[config.mk]
export PLATFORM = sky130hd
export DESIGN_NAME = game_flow_ctrl
export DESIGN_NICKNAME = d
export VERILOG_FILES = /design/src/rtl/game_flow_ctrl.sv
export SDC_FILE = /design/constraint.sdc
export NUM_CORES = 1
export LEC_CHECK = 0
export ABC_CLOCK_PERIOD_IN_PS = 1750
export CAP_MARGIN = 25
export CELL_PAD_IN_SITES_DETAIL_PLACEMENT = 0
export CELL_PAD_IN_SITES_GLOBAL_PLACEMENT = 1
export CORE_AREA = 2 2 87 89
export CTS_BUF_LIST = sky130_fd_sc_hd__clkbuf_4 sky130_fd_sc_hd__clkbuf_8
export DETAILED_ROUTE_END_ITERATION = 7
export DIE_AREA = 0 0 89 91
export PLACE_DENSITY_LB_ADDON = 0.1
export SLEW_MARGIN = 30
export SYNTH_ARGS = -nofsm -noshare
export SYNTH_HDL_FRONTEND = slang
export SYNTH_SLANG_ARGS = --single-unit
[constraint.sdc]
create_clock -name clk -period 1.75 [get_ports clk]
set_input_delay 0.35 -clock clk [delete_from_list [all_inputs] [get_ports clk]]
set_output_delay 0.35 -clock clk [all_outputs]
set_load 0.005 [all_outputs]
[src/rtl/game_flow_ctrl.sv]
// game_flow_ctrl -- top-level game-flow controller for the jump game.
//
// Sequences a multi-life, multi-level round structure: start screen, map
// preparation delay, idle/jump/fly/fall play states, life loss, level
// progression and an end screen. Keys are edge-detected so a held key acts
// once. A watchdog forces a life loss if the character stays airborne for
// FLY_TIMEOUT cycles.
//
// Optional feature: define GAME_PAUSE_EN to add a PAUSE state toggled by
// rising edges of key_pause while in GAME_IDLE. Without it key_pause is
// ignored.
//
// Ports:
//   clk, rst            clock, synchronous active-high reset
//   key[1:0]            00 none, 01 left, 10 right, 11 spacebar
//   key_pause           pause toggle request (GAME_PAUSE_EN only)
//   jump_fail           character not standing on a block
//   time_elapsed        round time bar expired
//   character_landed    physics reports landing
//   *_en                render layer enables
//   bg_color_select     background palette select
//   jump_left/right     1-cycle jump pulses
//   timer_restart       1-cycle time bar restart pulse
//   lives_left, level   remaining lives, 0-based level
//   score               total landings, saturating
//   game_won            set in GAME_END when all levels are cleared
module game_flow_ctrl #(
    parameter int N_LIVES         = 3,
    parameter int N_LEVELS        = 4,
    parameter int JUMPS_PER_LEVEL = 8,
    parameter int PREP_CYCLES     = 16,
    parameter int FLY_TIMEOUT     = 4096,
    parameter int SCORE_W         = 10
) (
    input  logic               clk,
    input  logic               rst,
    input  logic [1:0]         key,
    input  logic               key_pause,
    input  logic               jump_fail,
    input  logic               time_elapsed,
    input  logic               character_landed,
    output logic               start_screen_en,
    output logic               blocks_en,
    output logic               time_bar_en,
    output logic               character_en,
    output logic               points_en,
    output logic               end_screen_en,
    output logic               bg_color_select,
    output logic               jump_left,
    output logic               jump_right,
    output logic               timer_restart,
    output logic [3:0]         lives_left,
    output logic [3:0]         level,
    output logic [SCORE_W-1:0] score,
    output logic               game_won
);

    localparam int PREP_W = $clog2(PREP_CYCLES) + 1;
    localparam int FLY_W  = $clog2(FLY_TIMEOUT);

    localparam logic [PREP_W-1:0] PREP_LAST  = PREP_W'(PREP_CYCLES - 1);
    localparam logic [FLY_W-1:0]  FLY_LAST   = FLY_W'(FLY_TIMEOUT - 1);
    localparam logic [7:0]        LAST_JUMP  = 8'(JUMPS_PER_LEVEL - 1);
    localparam logic [3:0]        LAST_LEVEL = 4'(N_LEVELS - 1);
    localparam logic [3:0]        LIVES_INIT = 4'(N_LIVES);

    typedef enum logic [3:0] {
        S_START,
        S_PREP,
        S_IDLE,
        S_JUMP_L,
        S_JUMP_R,
        S_FLY,
        S_FALL,
        S_LIFE_LOST,
        S_LEVEL_UP,
        S_END
`ifdef GAME_PAUSE_EN
        , S_PAUSE
`endif
    } state_t;

    state_t              state, state_n;
    logic [1:0]          key_q;
    logic [PREP_W-1:0]   prep_cnt, prep_n;
    logic [FLY_W-1:0]    fly_cnt, fly_n;
    logic [7:0]          jumps, jumps_n;
    logic [3:0]          lives_n, level_n;
    logic [SCORE_W-1:0]  score_n;
    logic                won_n;
    logic                key_evt;
    logic                play;
    logic                pause_evt;

    // A key acts only on the cycle it changes to a non-zero code.
    assign key_evt = (key != key_q) && (key != 2'b00);

`ifdef GAME_PAUSE_EN
    logic key_pause_q;
    always_ff @(posedge clk) begin
        if (rst) key_pause_q <= 1'b0;
        else     key_pause_q <= key_pause;
    end
    assign pause_evt = key_pause & ~key_pause_q;
`else
    logic unused_pause;
    assign unused_pause = key_pause;
    assign pause_evt    = 1'b0;
`endif

    always_ff @(posedge clk) begin
        if (rst) begin
            state      <= S_START;
            key_q      <= 2'b00;
            prep_cnt   <= '0;
            fly_cnt    <= '0;
            jumps      <= '0;
            lives_left <= '0;
            level      <= '0;
            score      <= '0;
            game_won   <= 1'b0;
        end else begin
            state      <= state_n;
            key_q      <= key;
            prep_cnt   <= prep_n;
            fly_cnt    <= fly_n;
            jumps      <= jumps_n;
            lives_left <= lives_n;
            level      <= level_n;
            score      <= score_n;
            game_won   <= won_n;
        end
    end

    always_comb begin
        state_n         = state;
        jumps_n         = jumps;
        lives_n         = lives_left;
        level_n         = level;
        score_n         = score;
        won_n           = game_won;
        // Delay counters run only inside their own states and sit at zero
        // everywhere else, so every entry starts a fresh count.
        prep_n          = (state == S_PREP) ? prep_cnt + 1'b1 : '0;
        fly_n           = (state == S_FLY || state == S_FALL) ? fly_cnt + 1'b1 : '0;
        play            = 1'b0;
        start_screen_en = 1'b0;
        points_en       = 1'b0;
        end_screen_en   = 1'b0;
        bg_color_select = 1'b0;
        jump_left       = 1'b0;
        jump_right      = 1'b0;
        timer_restart   = 1'b0;

        case (state)
            S_START: begin
                start_screen_en = 1'b1;
                if (key_evt && key == 2'b11) begin
                    state_n = S_PREP;
                    lives_n = LIVES_INIT;
                    level_n = '0;
                    score_n = '0;
                    jumps_n = '0;
                    won_n   = 1'b0;
                end
            end
            S_PREP: begin
                start_screen_en = 1'b1;
                if (prep_cnt == PREP_LAST) begin
                    timer_restart = 1'b1;
                    state_n       = S_IDLE;
                end
            end
            S_IDLE: begin
                play            = 1'b1;
                bg_color_select = 1'b1;
                if (jump_fail)                     state_n = S_FALL;
                else if (time_elapsed)             state_n = S_LIFE_LOST;
                else if (key_evt && key == 2'b01)  state_n = S_JUMP_L;
                else if (key_evt && key == 2'b10)  state_n = S_JUMP_R;
`ifdef GAME_PAUSE_EN
                else if (pause_evt)                state_n = S_PAUSE;
`endif
            end
            S_JUMP_L: begin
                play      = 1'b1;
                jump_left = 1'b1;
                state_n   = S_FLY;
            end
            S_JUMP_R: begin
                play       = 1'b1;
                jump_right = 1'b1;
                state_n    = S_FLY;
            end
            S_FLY: begin
                play = 1'b1;
                // Landing takes precedence over a watchdog expiry in the same cycle.
                if (character_landed) begin
                    score_n       = (&score) ? score : score + 1'b1;
                    jumps_n       = jumps + 1'b1;
                    timer_restart = 1'b1;
                    state_n       = (jumps == LAST_JUMP) ? S_LEVEL_UP : S_IDLE;
                end else if (fly_cnt == FLY_LAST) begin
                    state_n = S_LIFE_LOST;
                end
            end
            S_FALL: begin
                play = 1'b1;
                if (character_landed || fly_cnt == FLY_LAST) state_n = S_LIFE_LOST;
            end
            S_LIFE_LOST: begin
                play    = 1'b1;
                lives_n = lives_left - 4'd1;
                if (lives_left == 4'd1) begin
                    state_n = S_END;
                    won_n   = 1'b0;
                end else begin
                    state_n = S_PREP;
                end
            end
            S_LEVEL_UP: begin
                play    = 1'b1;
                jumps_n = '0;
                if (level == LAST_LEVEL) begin
                    won_n   = 1'b1;
                    state_n = S_END;
                end else begin
                    level_n = level + 4'd1;
                    state_n = S_PREP;
                end
            end
            S_END: begin
                end_screen_en = 1'b1;
                points_en     = 1'b1;
                if (key_evt && key == 2'b11) state_n = S_START;
            end
`ifdef GAME_PAUSE_EN
            S_PAUSE: begin
                play = 1'b1;
                if (pause_evt) state_n = S_IDLE;
            end
`endif
            default: state_n = S_START;
        endcase

        blocks_en    = play;
        time_bar_en  = play;
        character_en = play;
        if (play) points_en = 1'b1;
    end

endmodule
**After elaboration in Yosys (flattened, before gate mapping)**

Cells that the tools add are included.

- Register bits after elaboration: 50
- Output and inout port bits: 29
- Input port bits: 8
- Logic and storage cells: 110

- Equality and inequality tests: 29
- Bitwise gates (word level): 2
- Reductions and logical operators: 25
- Muxes and demuxes: 39
- Add/sub/neg operators: 6

Operator list:

| cell | number |
|---|---|
| 2-to-1 mux 4 bit | 15 |
| one-hot mux 4 bit (9 select lines) | 1 |
| 2-to-1 mux 10 bit | 3 |
| one-hot mux 8 bit (3 select lines) | 1 |
| one-hot mux 10 bit (2 select lines) | 1 |
| == test 4 x 3 -> 1 bit (second input constant) | 4 |
| 2-to-1 mux 8 bit | 2 |
| one-hot mux 4 bit (2 select lines) | 2 |
| != test 2 bit (second input constant) | 7 |
| adder 12 x 1 -> 12 bit (second input constant) | 1 |
| == test 12 bit (second input constant) | 1 |
| == test 4 x 2 -> 1 bit (second input constant) | 3 |
| 2-to-1 mux 1 bit | 12 |
| adder 10 x 1 -> 10 bit (second input constant) | 1 |
| AND reduction 10 bit | 1 |
| adder 8 x 1 -> 8 bit (second input constant) | 1 |
| == test 4 x 1 -> 1 bit (second input constant) | 2 |
| == test 4 bit (second input constant) | 2 |
| == test 8 x 3 -> 1 bit (second input constant) | 1 |
| AND reduction 4 bit | 2 |
| nonzero test 2 bit | 4 |
| OR reduction 2 bit | 4 |
| OR reduction 7 bit | 1 |
| AND reduction 3 bit | 2 |
| 19 further kinds | 27 |

**Longest topological paths before layout**

Gate-level depths: netlist (run 1).

- Word-level depth: 8
- Gate-level depth with buffers: 7
- Depth with buffers taken out: 6

**Worst setup path after synthesis (run 1)**

Ideal clock, no wire load.

- Path kind: register -> register
- Start: register jumps[3]
- End: register state[1]
- Buffers on the path: 0
- Clock period less this slack: 1790 ps
- Setup time: 122 ps
- Cell stages (with the launch flop): 6
- Setup slack: -40 ps
- Arrival: 1668 ps
- Data required time: 1628 ps
- Cell sequence: dfxtp_1 -> or4_1 -> or4_1 -> a22o_2 -> o21ai_0 -> mux2i_1

- Cells in the longest elaborated chain, start to end: 4

Ends and longest elaborated chain:

| item | RTL line | text |
|---|---|---|
| start, declared | 87 | `logic [7:0] jumps, jumps_n;` |
| start signal, assigned | 127 | `jumps <= jumps_n;` |
| == test 8 x 3 -> 1 bit | 202 | `state_n = (jumps == LAST_JUMP) ? S_LEVEL_UP : S_IDLE;` |
| 2-to-1 mux 4 bit | 202 |  |
| 2-to-1 mux 4 bit | 198 | `if (character_landed) begin` |
| one-hot mux 4 bit (9 select lines) | 155 | `case (state)` |
| end signal, assigned | 123 | `state <= state_n;` |
| end, declared | 83 | `state_t state, state_n;` |

Every way passes these cells.
A chain may end at the register's enable or synchronous reset.

**Worst setup path in the final report (run 1)**

Ends and elaborated chain as after synthesis.

==> results of run 1 <==
kinds of logic after synthesis:
group | after synthesis | share of synthesized area
xor+xnor | 28 | 0.0932
flops | 50 | 0.380
mux | 5 | 0.0195
compound gates | 45 | 0.117
simple gates | 149 | 0.291
fa+ha+maj | 8 | 0.0380
buf+inv | 26 | 0.0613
final cells by class:
cell class	count	area, um^2
clock buffers	7	83.8
clock inverters	1	30.0
fillers	635	2750
inverters	11	43.8
multi-input cells	235	1970
flip-flops and latches	50	1010
well taps	99	124
repair buffers	125	1130
flip-flops by register name, summed over array words and instances (netlist names):
name / count
game_won: 1
score: 10
key_q: 2
state: 4
jumps: 8
level: 4
lives_left: 4
prep_cnt: 5
fly_cnt: 12
power by group through the flow:
stage / Clock [W] / Combinational (W) / Sequential [W]
2_1_floorplan: 0 / 0.000498 / 0.00123
3_3_place_gp: 0 / 0.000917 / 0.00124
3_5_place_dp: 0 / 0.000919 / 0.00124
4_1_cts: 0.000872 / 0.00104 / 0.00122
5_1_grt: 0.000918 / 0.00151 / 0.00124
6_report: 0.000844 / 0.00141 / 0.00124
critical path, cell delays in order, from the launching register on:
cell,delay [ns]
dfxtp_2,0.33
or4_4,0.54
or4_4,0.44
a22o_4,0.27
o21ai_2,0.11
mux2i_1,0.12
layer usage:
| layer | GRT usage | up-vias | part of all wire |
|---|---|---|---|
| met5 | 0 | - | 0 |
| li1 | - | 1334 | - |
| met4 | 0.0622 | 0 | 0.016 |
| met1 | 0.235 | 1219 | 0.47 |
| met2 | 0.268 | 41 | 0.48 |
| met3 | 0.0345 | 9 | 0.026 |
timing repair:
action                                  CTS  global route
hold endpoints to repair                  0             0
gates cloned                              0             1
resized for setup                        91            78
buffers inserted                         11            10
hold buffers                              0             0
endpoints found under the setup margin   28            35
pin swaps                                14            46
cells in the mapped netlist (7+ instances only):
| cell | count |
|---|---|
| dfxtp_1 | 50 |
| nor2_1 | 49 |
| nand2_1 | 23 |
| xnor2_1 | 19 |
| nand3_1 | 15 |
| nor3_1 | 13 |
| inv_1 | 11 |
| a21oi_1 | 9 |
| o21ai_0 | 9 |
| xor2_1 | 9 |
| clkbuf_1 | 8 |
| ha_1 | 8 |
| nand4_1 | 7 |
worst paths after layout:
kind	to	cells past startpoint	slack (ns)	startpoint
setup / recovery	state[1]	5	-0.18	jumps[3]
hold / removal	fly_cnt[5]	2	0.52	fly_cnt[5]
setup reg to reg	state[1]	5	-0.18	jumps[3]
hold reg to reg	fly_cnt[5]	2	0.52	fly_cnt[5]
through the flow:
step | utilization | cell area (um^2) | total power, W | instances
floorplan | - | 2630 | 0.00173 | 311
global placement | 0.498 | 3550 | 0.00215 | 502
detailed placement | 0.498 | 3550 | 0.00216 | 502
CTS | 0.547 | 3900 | 0.00313 | 521
global route | 0.615 | 4390 | 0.00367 | 528
finish | 0.615 | 4390 | 0.00349 | 528
==> metrics.yaml, run 1 <==
fin_nets: 444
cp.required_ns: 1.92
endpoint_kind: "flop"
synth_top_area_frac: 0.380
ys_warn_count: 0
failed_checks: "negative setup slack"
synth_fp_nets: 327
root_buffer: "clkbuf_8"
cts_buffers: 5
ios: 37
share_seq_of_total_power: 0.354
wl_per_cell_um: 13.9
p_int_w: 0.00241
setup_viol: 23
die_height_um: 91
pre_cts_ws_ns: -0.511
clk_pin_slew_ns: 0.09
ant_nets: 0
insertion_delay_ns: 0.30
p_switching_w: 0.00108
area_growth_pct: 66.9
cts.sinks: 50
cts_htree_levels: 2
grt_pass1_vias: 2387
setup_tns_ns: -1.66
route.detailed.drc: 0
async_flop_share: 0
die_x_um: 89
drt_iter0_markers: 78
combPwrFrac: 0.404
max_freq_mhz: 517
synth.distinct_cells: 51
drv_cap: 0
grt_pass1_wl_um: 11100
totalWireLength_um: 7350
ir_drop_mv: 0.511
final_cell_mix: "buf_4, dfxtp_1, nor2_1, clkdlybuf4s50_1, nand2_1"
vias: 2603
syn_inst: 311
avgSynthCellArea_um2: 8.46
ys_top_cells_by_area: "dfxtp_1, nor2_1, xnor2_1, ha_1, nand2_1"
ys_seq_area_frac: 0.380
cts_tree: "done"
worst_pin_slew_ns: 0.449
grt_usage: 0.173
arrival_ns: 2.11
switching_share: 0.310
grt_antenna_before_repair: 0
dieArea_mm2: 0.00810
grt_start_max_net_pins: 15
slew_violations: 0
holdWs_ns: 0.519
start_util: 0.369
diodes: 0
grt.overflow.total: 0
relSlewSlack: 0.698
synth_edf_count: 0
place_hpwl_um: 4930
coreArea_mm2: 0.00714
io_buffers: 35
status: "finished, violations left"
period_share: 1.11
yosysTopAreaCell: "dfxtp_1"
rows: 31
routabilityCongestion: 0.815
rsz0062_at_grt: "yes"
netlist_area_mm2: 0.00263
crit_path_max_fanout: 2
fin_crit_ns: 1.93
hold_path_class: "flop to flop"
hold_violations: 0
p_leak_nw: 1.67
drive_above_1_share: 0.420
ys_ff_latch: 50
viasPerCell: 4.93
p_clk_frac: 0.242
p_per_area_mw_per_mm2: 795
detailedRoute.firstPassIterationCount: 4
startpoint_type: "flop"
mostFrequentLayoutCell: "buf_4"
clock_path_buffers: 2
synthFlopType: "dfxtp_1"
setup_ws_ns: -0.184
criticalPathCategory: "flop to flop"
skew_ns: 0.00487
Note: power is estimated with default switching activity, not from simulation.
==> run 2: changes to the inputs <==
SLEW_MARGIN = 20   (was 30)
==> results of run 2 <==
The final DEF is identical to that of run 1; final timing and power are the same.
